==> src/rtl/decode_stage_if.sv <==
// Decode-stage bus: the fetch-to-decode register outputs, the writeback
// port, the redirect request back to fetch, and the decode-to-execute register.
interface decode_stage_if;
    // fetch-to-decode register
    logic [31:0] InstrD;
    logic [31:0] PCD;
    logic [31:0] PCPlus4D;

    // writeback port into the register file
    logic        RegWriteW;
    logic [4:0]  RdW;
    logic [31:0] ResultW;

    // redirect request to fetch (combinational)
    logic        PCSrcD;
    logic        JalD;
    logic [31:0] PCTargetD;

    // decode-to-execute register
    logic [31:0] RD1E;
    logic [31:0] RD2E;
    logic [31:0] ImmExtE;
    logic [4:0]  Rs1E;
    logic [4:0]  Rs2E;
    logic [4:0]  RdE;
    logic [31:0] PCE;
    logic [31:0] PCPlus4E;
    logic        RegWriteE;
    logic        MemWriteE;
    logic        ALUSrcE;
    logic [1:0]  ResultSrcE;
    logic [2:0]  ALUControlE;

    // decode stage side
    modport slave (
        input  InstrD, PCD, PCPlus4D,
        input  RegWriteW, RdW, ResultW,
        output PCSrcD, JalD, PCTargetD,
        output RD1E, RD2E, ImmExtE, Rs1E, Rs2E, RdE, PCE, PCPlus4E,
        output RegWriteE, MemWriteE, ALUSrcE, ResultSrcE, ALUControlE
    );

    // pipeline / environment side
    modport master (
        output InstrD, PCD, PCPlus4D,
        output RegWriteW, RdW, ResultW,
        input  PCSrcD, JalD, PCTargetD,
        input  RD1E, RD2E, ImmExtE, Rs1E, Rs2E, RdE, PCE, PCPlus4E,
        input  RegWriteE, MemWriteE, ALUSrcE, ResultSrcE, ALUControlE
    );
endinterface

==> src/rtl/decode_stage.sv <==
// RV32I decode stage: register file with write-through bypass, control
// decode, immediate generation, branch/jump resolution in decode, and the
// single-slot squash of the wrong-path instruction after a redirect.
//
// Squash FSM states:
//   state | meaning
//   LIVE  | InstrD is on the correct path; decode normally, redirects allowed
//   KILL  | InstrD is the wrong-path fetch after a redirect; issue a bubble,
//         | suppress redirects, return to LIVE on the next edge
module decode_stage (
    input  logic          clk,
    input  logic          rst,
    decode_stage_if.slave bus
);

    typedef enum logic {
        LIVE = 1'b0,
        KILL = 1'b1
    } state_t;

    typedef enum logic [2:0] {
        IMM_NONE,
        IMM_I,
        IMM_S,
        IMM_B,
        IMM_J,
        IMM_U
    } imm_sel_t;

    localparam logic [6:0] OP_R      = 7'b0110011;
    localparam logic [6:0] OP_I      = 7'b0010011;
    localparam logic [6:0] OP_LOAD   = 7'b0000011;
    localparam logic [6:0] OP_STORE  = 7'b0100011;
    localparam logic [6:0] OP_BRANCH = 7'b1100011;
    localparam logic [6:0] OP_JAL    = 7'b1101111;
    localparam logic [6:0] OP_JALR   = 7'b1100111;
    localparam logic [6:0] OP_LUI    = 7'b0110111;

    localparam logic [2:0] ALU_ADD  = 3'b000;
    localparam logic [2:0] ALU_SUB  = 3'b001;
    localparam logic [2:0] ALU_AND  = 3'b010;
    localparam logic [2:0] ALU_OR   = 3'b011;
    localparam logic [2:0] ALU_SLT  = 3'b101;
    localparam logic [2:0] ALU_PASS = 3'b110;

    // instruction fields
    logic [6:0]  opcode;
    logic [2:0]  funct3;
    logic [6:0]  funct7;
    logic [4:0]  rs1;
    logic [4:0]  rs2;
    logic [4:0]  rd;

    assign opcode = bus.InstrD[6:0];
    assign rd     = bus.InstrD[11:7];
    assign funct3 = bus.InstrD[14:12];
    assign rs1    = bus.InstrD[19:15];
    assign rs2    = bus.InstrD[24:20];
    assign funct7 = bus.InstrD[31:25];

    state_t      kill_q;
    logic        live;

    assign live = (kill_q == LIVE);

    // register file and bypassed read data
    logic [31:0] regs [0:31];
    logic [31:0] rd1;
    logic [31:0] rd2;
    logic        wb_active;

    assign wb_active = bus.RegWriteW && (bus.RdW != 5'd0);

    // register file write; x0 is never written so it stays at its reset value of 0
    always_ff @(posedge clk or posedge rst) begin
        if (rst) begin
            for (int k = 0; k < 32; k++) begin
                regs[k] <= '0;
            end
        end else if (wb_active) begin
            regs[bus.RdW] <= bus.ResultW;
        end
    end

    // combinational reads with write-through so a same-cycle writeback is seen
    always_comb begin
        rd1 = '0;
        rd2 = '0;
        if (rs1 != 5'd0) begin
            rd1 = (wb_active && (bus.RdW == rs1)) ? bus.ResultW : regs[rs1];
        end
        if (rs2 != 5'd0) begin
            rd2 = (wb_active && (bus.RdW == rs2)) ? bus.ResultW : regs[rs2];
        end
    end

    // immediates in every format; B and J carry an implicit zero LSB
    logic [31:0] imm_i;
    logic [31:0] imm_s;
    logic [31:0] imm_b;
    logic [31:0] imm_j;
    logic [31:0] imm_u;

    assign imm_i = {{20{bus.InstrD[31]}}, bus.InstrD[31:20]};
    assign imm_s = {{20{bus.InstrD[31]}}, bus.InstrD[31:25], bus.InstrD[11:7]};
    assign imm_b = {{19{bus.InstrD[31]}}, bus.InstrD[31], bus.InstrD[7],
                    bus.InstrD[30:25], bus.InstrD[11:8], 1'b0};
    assign imm_j = {{11{bus.InstrD[31]}}, bus.InstrD[31], bus.InstrD[19:12],
                    bus.InstrD[20], bus.InstrD[30:21], 1'b0};
    assign imm_u = {bus.InstrD[31:12], 12'd0};

    // decoded controls
    logic        valid;
    logic        reg_write;
    logic        mem_write;
    logic        alu_src;
    logic [1:0]  result_src;
    logic [2:0]  alu_control;
    imm_sel_t    imm_sel;
    logic        is_branch;
    logic        is_jal;
    logic        is_jalr;
    logic        is_lui;

    // control decode; anything not recognised stays an all-zero bubble
    always_comb begin
        valid       = 1'b0;
        reg_write   = 1'b0;
        mem_write   = 1'b0;
        alu_src     = 1'b0;
        result_src  = 2'b00;
        alu_control = ALU_ADD;
        imm_sel     = IMM_NONE;
        is_branch   = 1'b0;
        is_jal      = 1'b0;
        is_jalr     = 1'b0;
        is_lui      = 1'b0;
        case (opcode)
            OP_R: begin
                if (funct7 == 7'b0000000) begin
                    case (funct3)
                        3'b000: begin valid = 1'b1; alu_control = ALU_ADD; end
                        3'b111: begin valid = 1'b1; alu_control = ALU_AND; end
                        3'b110: begin valid = 1'b1; alu_control = ALU_OR;  end
                        3'b010: begin valid = 1'b1; alu_control = ALU_SLT; end
                        default: valid = 1'b0;
                    endcase
                end else if ((funct7 == 7'b0100000) && (funct3 == 3'b000)) begin
                    valid       = 1'b1;
                    alu_control = ALU_SUB;
                end
                reg_write = valid;
            end
            OP_I: begin
                case (funct3)
                    3'b000: begin valid = 1'b1; alu_control = ALU_ADD; end
                    3'b111: begin valid = 1'b1; alu_control = ALU_AND; end
                    3'b110: begin valid = 1'b1; alu_control = ALU_OR;  end
                    3'b010: begin valid = 1'b1; alu_control = ALU_SLT; end
                    default: valid = 1'b0;
                endcase
                reg_write = valid;
                alu_src   = valid;
                imm_sel   = IMM_I;
            end
            OP_LOAD: begin
                if (funct3 == 3'b010) begin
                    valid      = 1'b1;
                    reg_write  = 1'b1;
                    alu_src    = 1'b1;
                    result_src = 2'b01;
                    imm_sel    = IMM_I;
                end
            end
            OP_STORE: begin
                if (funct3 == 3'b010) begin
                    valid     = 1'b1;
                    mem_write = 1'b1;
                    alu_src   = 1'b1;
                    imm_sel   = IMM_S;
                end
            end
            OP_BRANCH: begin
                if ((funct3 == 3'b000) || (funct3 == 3'b001) ||
                    (funct3 == 3'b100) || (funct3 == 3'b101)) begin
                    valid       = 1'b1;
                    is_branch   = 1'b1;
                    alu_control = ALU_SUB;
                    imm_sel     = IMM_B;
                end
            end
            OP_JAL: begin
                valid      = 1'b1;
                is_jal     = 1'b1;
                reg_write  = 1'b1;
                result_src = 2'b10;
                imm_sel    = IMM_J;
            end
            OP_JALR: begin
                if (funct3 == 3'b000) begin
                    valid      = 1'b1;
                    is_jalr    = 1'b1;
                    reg_write  = 1'b1;
                    result_src = 2'b10;
                    imm_sel    = IMM_I;
                end
            end
            OP_LUI: begin
                valid       = 1'b1;
                is_lui      = 1'b1;
                reg_write   = 1'b1;
                alu_src     = 1'b1;
                alu_control = ALU_PASS;
                imm_sel     = IMM_U;
            end
            default: valid = 1'b0;
        endcase
    end

    // immediate selected for the execute stage
    logic [31:0] imm_ext;

    // pick the immediate matching the decoded format
    always_comb begin
        imm_ext = '0;
        case (imm_sel)
            IMM_I:   imm_ext = imm_i;
            IMM_S:   imm_ext = imm_s;
            IMM_B:   imm_ext = imm_b;
            IMM_J:   imm_ext = imm_j;
            IMM_U:   imm_ext = imm_u;
            default: imm_ext = '0;
        endcase
    end

    // branch condition from the bypassed register-file values; blt/bge signed
    logic taken;

    always_comb begin
        taken = 1'b0;
        case (funct3)
            3'b000:  taken = (rd1 == rd2);
            3'b001:  taken = (rd1 != rd2);
            3'b100:  taken = ($signed(rd1) < $signed(rd2));
            3'b101:  taken = ($signed(rd1) >= $signed(rd2));
            default: taken = 1'b0;
        endcase
    end

    // redirect request: suppressed while the current slot is being squashed
    assign bus.PCSrcD = live && valid && ((is_branch && taken) || is_jalr);
    assign bus.JalD   = live && valid && is_jal;

    // redirect target; the default is the branch target even when not taken
    always_comb begin
        bus.PCTargetD = bus.PCD + imm_b;
        if (valid && is_jal) begin
            bus.PCTargetD = bus.PCD + imm_j;
        end else if (valid && is_jalr) begin
            bus.PCTargetD = (rd1 + imm_i) & 32'hFFFF_FFFE;
        end
    end

    // squash FSM: one wrong-path slot follows every redirect
    always_ff @(posedge clk or posedge rst) begin
        if (rst) begin
            kill_q <= LIVE;
        end else begin
            case (kill_q)
                LIVE:    kill_q <= (bus.PCSrcD || bus.JalD) ? KILL : LIVE;
                KILL:    kill_q <= LIVE;
                default: kill_q <= LIVE;
            endcase
        end
    end

    // decode-to-execute register; squashed or illegal slots load an all-zero bubble
    always_ff @(posedge clk or posedge rst) begin
        if (rst) begin
            bus.RD1E        <= '0;
            bus.RD2E        <= '0;
            bus.ImmExtE     <= '0;
            bus.Rs1E        <= '0;
            bus.Rs2E        <= '0;
            bus.RdE         <= '0;
            bus.PCE         <= '0;
            bus.PCPlus4E    <= '0;
            bus.RegWriteE   <= 1'b0;
            bus.MemWriteE   <= 1'b0;
            bus.ALUSrcE     <= 1'b0;
            bus.ResultSrcE  <= 2'b00;
            bus.ALUControlE <= 3'b000;
        end else if (!live || !valid) begin
            bus.RD1E        <= '0;
            bus.RD2E        <= '0;
            bus.ImmExtE     <= '0;
            bus.Rs1E        <= '0;
            bus.Rs2E        <= '0;
            bus.RdE         <= '0;
            bus.PCE         <= '0;
            bus.PCPlus4E    <= '0;
            bus.RegWriteE   <= 1'b0;
            bus.MemWriteE   <= 1'b0;
            bus.ALUSrcE     <= 1'b0;
            bus.ResultSrcE  <= 2'b00;
            bus.ALUControlE <= 3'b000;
        end else begin
            // lui has no rs1 operand; a zero A input lets pass-B and add agree
            bus.RD1E        <= is_lui ? 32'd0 : rd1;
            bus.RD2E        <= rd2;
            bus.ImmExtE     <= imm_ext;
            bus.Rs1E        <= rs1;
            bus.Rs2E        <= rs2;
            bus.RdE         <= rd;
            bus.PCE         <= bus.PCD;
            bus.PCPlus4E    <= bus.PCPlus4D;
            bus.RegWriteE   <= reg_write;
            bus.MemWriteE   <= mem_write;
            bus.ALUSrcE     <= alu_src;
            bus.ResultSrcE  <= result_src;
            bus.ALUControlE <= alu_control;
        end
    end

endmodule

==> src/flat_wrapper.sv <==
// flat-port wrapper written by rule: the top's interface ports become plain ports
module decode_stage_flat 
  (clk, rst, bus_InstrD, bus_PCD, bus_PCPlus4D, bus_RegWriteW, bus_RdW, bus_ResultW, bus_PCSrcD, bus_JalD, bus_PCTargetD, bus_RD1E, bus_RD2E, bus_ImmExtE, bus_Rs1E, bus_Rs2E, bus_RdE, bus_PCE, bus_PCPlus4E, bus_RegWriteE, bus_MemWriteE, bus_ALUSrcE, bus_ResultSrcE, bus_ALUControlE);
  decode_stage_if bus_i ();
  input  logic clk;
  input  logic rst;
  input wire logic [$bits(bus_i.InstrD)-1:0] bus_InstrD;
  input wire logic [$bits(bus_i.PCD)-1:0] bus_PCD;
  input wire logic [$bits(bus_i.PCPlus4D)-1:0] bus_PCPlus4D;
  input wire logic [$bits(bus_i.RegWriteW)-1:0] bus_RegWriteW;
  input wire logic [$bits(bus_i.RdW)-1:0] bus_RdW;
  input wire logic [$bits(bus_i.ResultW)-1:0] bus_ResultW;
  output wire logic [$bits(bus_i.PCSrcD)-1:0] bus_PCSrcD;
  output wire logic [$bits(bus_i.JalD)-1:0] bus_JalD;
  output wire logic [$bits(bus_i.PCTargetD)-1:0] bus_PCTargetD;
  output wire logic [$bits(bus_i.RD1E)-1:0] bus_RD1E;
  output wire logic [$bits(bus_i.RD2E)-1:0] bus_RD2E;
  output wire logic [$bits(bus_i.ImmExtE)-1:0] bus_ImmExtE;
  output wire logic [$bits(bus_i.Rs1E)-1:0] bus_Rs1E;
  output wire logic [$bits(bus_i.Rs2E)-1:0] bus_Rs2E;
  output wire logic [$bits(bus_i.RdE)-1:0] bus_RdE;
  output wire logic [$bits(bus_i.PCE)-1:0] bus_PCE;
  output wire logic [$bits(bus_i.PCPlus4E)-1:0] bus_PCPlus4E;
  output wire logic [$bits(bus_i.RegWriteE)-1:0] bus_RegWriteE;
  output wire logic [$bits(bus_i.MemWriteE)-1:0] bus_MemWriteE;
  output wire logic [$bits(bus_i.ALUSrcE)-1:0] bus_ALUSrcE;
  output wire logic [$bits(bus_i.ResultSrcE)-1:0] bus_ResultSrcE;
  output wire logic [$bits(bus_i.ALUControlE)-1:0] bus_ALUControlE;
  assign bus_i.InstrD = bus_InstrD;
  assign bus_i.PCD = bus_PCD;
  assign bus_i.PCPlus4D = bus_PCPlus4D;
  assign bus_i.RegWriteW = bus_RegWriteW;
  assign bus_i.RdW = bus_RdW;
  assign bus_i.ResultW = bus_ResultW;
  assign bus_PCSrcD = bus_i.PCSrcD;
  assign bus_JalD = bus_i.JalD;
  assign bus_PCTargetD = bus_i.PCTargetD;
  assign bus_RD1E = bus_i.RD1E;
  assign bus_RD2E = bus_i.RD2E;
  assign bus_ImmExtE = bus_i.ImmExtE;
  assign bus_Rs1E = bus_i.Rs1E;
  assign bus_Rs2E = bus_i.Rs2E;
  assign bus_RdE = bus_i.RdE;
  assign bus_PCE = bus_i.PCE;
  assign bus_PCPlus4E = bus_i.PCPlus4E;
  assign bus_RegWriteE = bus_i.RegWriteE;
  assign bus_MemWriteE = bus_i.MemWriteE;
  assign bus_ALUSrcE = bus_i.ALUSrcE;
  assign bus_ResultSrcE = bus_i.ResultSrcE;
  assign bus_ALUControlE = bus_i.ALUControlE;
  decode_stage u_core (.clk(clk), .rst(rst), .bus(bus_i));
endmodule
==> config.mk <==
export PLATFORM = sky130hd
export DESIGN_NAME = decode_stage_flat
export DESIGN_NICKNAME = d
export VERILOG_FILES = /design/src/rtl/decode_stage_if.sv /design/src/rtl/decode_stage.sv /design/src/flat_wrapper.sv
export SDC_FILE = /design/constraint.sdc
export NUM_CORES = 2
export LEC_CHECK = 0
export ABC_CLOCK_PERIOD_IN_PS = 40900
export CAP_MARGIN = 10
export CORE_ASPECT_RATIO = 0.7
export CORE_MARGIN = 2
export CORE_UTILIZATION = 25
export CTS_CLUSTER_DIAMETER = 200
export DETAILED_ROUTE_END_ITERATION = 16
export DONT_BUFFER_PORTS = 1
export GPL_TIMING_DRIVEN = 1
export PLACE_DENSITY = 0.45
export SLEW_MARGIN = 20
export SYNTH_ARGS = -nofsm -noshare
export SYNTH_HDL_FRONTEND = slang
export SYNTH_SLANG_ARGS = --single-unit
==> constraint.sdc <==
create_clock -name clk -period 40.9 [get_ports clk]
set_input_delay 0 -clock clk [delete_from_list [all_inputs] [get_ports clk]]
set_output_delay 0 -clock clk [all_outputs]
set_load 0.005 [all_outputs]
==> flow_metrics.tcl <==
set metrics [dict create \
    synth-edff-count 0 \
    synth_cell_type_count 86 \
    antenna_found_initial 28 \
    grt-ovfl-total 0 \
    cts_made_buffers 119 \
    crit_type "input port to output pin" \
    p_per_area_nw_per_um2 46.4 \
    worstPathRequired_ns 40.90 \
    power.switching_uw 1040 \
    htree_levels 3 \
    dieHeight_um 435 \
    wire_per_inst_um 30.5 \
    tritoncts "yes" \
    critPathCapture "bus_PCTargetD[31]" \
    core_area_um2 264000 \
    utilization_pct 29.2 \
    routed_via_density 5.29 \
    setup_viol 0 \
    clk_pin_slew_ns 0.06 \
    syn2layout_area_growth_pct 16.5 \
    grt_start_max_net_pins 268 \
    worstPathMaxFanout 70 \
    holdWs_ns 0.0165 \
    min_path_type "input port to register" \
    synth_seq_area_share_pct 45.6 \
    io_buffers 0 \
    routed_wl_um 253000 \
    cts.path.max_buffers 3 \
    finalMaxSlewViolations 0 \
    drt-initial-drc-count 3976 \
    end_kind "output pin" \
    nNetsFinal 4898 \
    gp_congestion 0.858 \
    root_buffer "clkbuf_16" \
    hpwl_um 141000 \
    worstSetupStartpointType "input port" \
    r2r_setup_slack_ns 35.93 \
    synth_cells 4638 \
    netlist_area_um2 66200 \
    synth_top_area_share_pct 45.6 \
    yosys_warnings 0 \
    min_period_over_period_pct 15.6 \
    drt-met1-wl_um 115000 \
    die_w_um 619 \
    pre_cts_slack_ns 35.37 \
    cts_resized 0 \
    grt_usage_pct 18.5 \
    r2r_cells 14 \
    fmax_mhz 156 \
    rsz0062_at_grt "no" \
    r2r-start "u_core.regs[47]" \
    dr_wl_met2_um 115000 \
    r2r-end "u_core.kill_q" \
    cts_hold_buf 286 \
    hold_violations 0 \
    routed.top_layer "met5" \
    synth_area_leaders "dfrtp_1 (46%), mux4_2 (21%), mux2_2 (17%), clkbuf_1 (2.0%), ha_1 (1.9%)" \
    clk_latency_ns 0.77 \
    wl_met3_um 16700 \
    power_frac_clock_pct 33.4 \
    p_seq_share_pct 42.5 \
    initial_core_util_pct 25.1 \
    status "complete, no violations" \
    vias 43800 \
    ir_drop_mv 0.0286 \
    drc 0 \
    ys_seq_elements 1208 \
    fin_skew_ns 0.0436 \
    firstDrtPassIters 8 \
    slew_headroom_pct 3.71 \
    rows 158 \
    ios 353 \
    p_leak_uw 0.0331 \
    synth_top_cell_by_area "dfrtp_1" \
    switching_share_pct 28.9 \
    cp-startpoint "bus_InstrD[17]" \
    period_minus_slack_ns 6.40 \
    combPwrFrac_pct 24.1 \
    finalSetupTns_ns 0 \
    syn_nets 4880 \
    synth_most_common_cell "dfrtp_1" \
    clock-sinks 1208 \
    worstPathArrival_ns 6.40 \
    synth_flop_cell "dfrtp_1" \
    intPower_uw 2550 \
    setup_slack_ns 34.50 \
    grt_pass1_vias 43900 \
    post_synth.cell_area_avg_um2 14.3 \
    die_area_um2 269000 \
    synthTopCellsByCount "dfrtp_1 (1208), mux2_2 (981), mux4_2 (629)" \
    grt_pass1_wl_um 356000 \
    worst_pin_slew_ns 1.44 \
    synthArstFlopShare_pct 100 \
    postCtsSetupBuffers 0 \
    maxCapViolCount 0 \
    ant_nets 0 \
    layout-drive-gt1-share_pct 42.0 \
]
routing by layer:
| metal | vias up | GRT usage [%] |
|---|---|---|
| met5 | - | 0 |
| met4 | 12 | 4.40 |
| met2 | 1557 | 29.1 |
| li1 | 17800 | - |
| met1 | 24100 | 26.1 |
| met3 | 312 | 3.52 |
how the worst min path moves through the flow:
stage / startpoint / endpoint / slack, ns / depth (start not counted)
after floorplan: bus_PCD[0] / bus_PCTargetD[0] / 0.11 / 1
after global placement: rst / u_core.regs[905] / 0.07 / 1
after detailed placement: rst / u_core.regs[905] / 0.07 / 1
after CTS: bus_RdW[2] / u_core.regs[567] / 0.006 / 3
after global routing: bus_InstrD[23] / u_core.bus.RD2E[21] / 0.001 / 4
final: bus_InstrD[23] / u_core.bus.RD2E[23] / 0.02 / 4
cell families (layout without fill, tap and decap cells):
group                    after synthesis  count (layout)  share of synthesized area (%)
flip-flops                          1208            1208                           45.6
AND/OR/NAND/NOR                      583             583                           4.30
adder cells (fa/ha/maj)              106             106                           2.04
buffers and inverters                507             625                           3.02
multiplexers                        1683            1683                           39.2
XOR/XNOR                              64              64                          0.846
AO/OA/AOI/OAI                        487             487                           4.97
other                                  0              11                              0
critical path: stages:
cell and delay (ns):
dlygate4sd3_1 1.23, xnor2_1 0.12, nand4_1 0.18, or2_4 0.48
buf_4 0.50, nor2_1 0.09, a211oi_1 0.78, ha_1 0.47
a21oi_1 0.32, o21bai_1 0.11, a21o_1 0.22, a21o_1 0.19
a21o_1 0.19, a2111oi_0 0.45, o21bai_1 0.14, a41oi_1 0.27
xnor2_1 0.15, a21oi_1 0.36
power by group through the flow:
stage	Clock, uW	Sequential [uW]	Combinational, uW
finish	1200	1520	863
global route	1270	1550	920
CTS	1220	1520	859
detailed placement	0	1540	803
global placement	0	1530	792
floorplan	0	1500	645
cell type report:
| cell class | instances | area [um^2] |
|---|---|---|
| well taps | 3520 | 4400 |
| diodes | 11 | 27.5 |
| inverters | 41 | 161 |
| multi-input cells | 2923 | 34300 |
| fillers | 26400 | 187000 |
| repair buffers | 363 | 3860 |
| clock inverters | 59 | 703 |
| flip-flops and latches | 1208 | 30200 |
| clock buffers | 162 | 3450 |
registers in the layout, indices dropped and copies added, names as in the netlist, 2 cells and up:
name                    count
u_core.bus.RD1E            32
u_core.bus.Rs1E             5
u_core.bus.ImmExtE         32
u_core.bus.PCE             32
u_core.bus.Rs2E             5
u_core.regs              1024
u_core.bus.ResultSrcE       2
u_core.bus.PCPlus4E        32
u_core.bus.ALUControlE      3
u_core.bus.RdE              5
u_core.bus.RD2E            32
stage by stage:
| step | total power, uW | area, um^2 | instances |
|---|---|---|---|
| after floorplan | 2150 | 66200 | 4638 |
| after CTS | 3600 | 77100 | 8274 |
| after global routing | 3740 | 77100 | 8280 |
| after detailed placement | 2340 | 69700 | 7767 |
| final | 3580 | 77100 | 8287 |
| after global placement | 2320 | 69600 | 7765 |
layout by cell type (no fill, tap or decap), types with 34 or more instances in the layout:
| master | count |
|---|---|
| dfrtp_1 | 1208 |
| mux2_2 | 981 |
| mux4_2 | 629 |
| dlygate4sd3_1 | 252 |
| nand2_1 | 145 |
| nor2_1 | 140 |
| clkbuf_16 | 122 |
| a21oi_1 | 120 |
| ha_1 | 103 |
| and2_1 | 87 |
| o21ai_0 | 77 |
| mux2i_1 | 71 |
| buf_4 | 69 |
| a21o_1 | 61 |
| o211ai_1 | 53 |
| inv_1 | 40 |
| xnor2_1 | 37 |
| and3_1 | 35 |
| a211oi_1 | 35 |
| buf_12 | 34 |
Power figures use the tool's default switching activity.
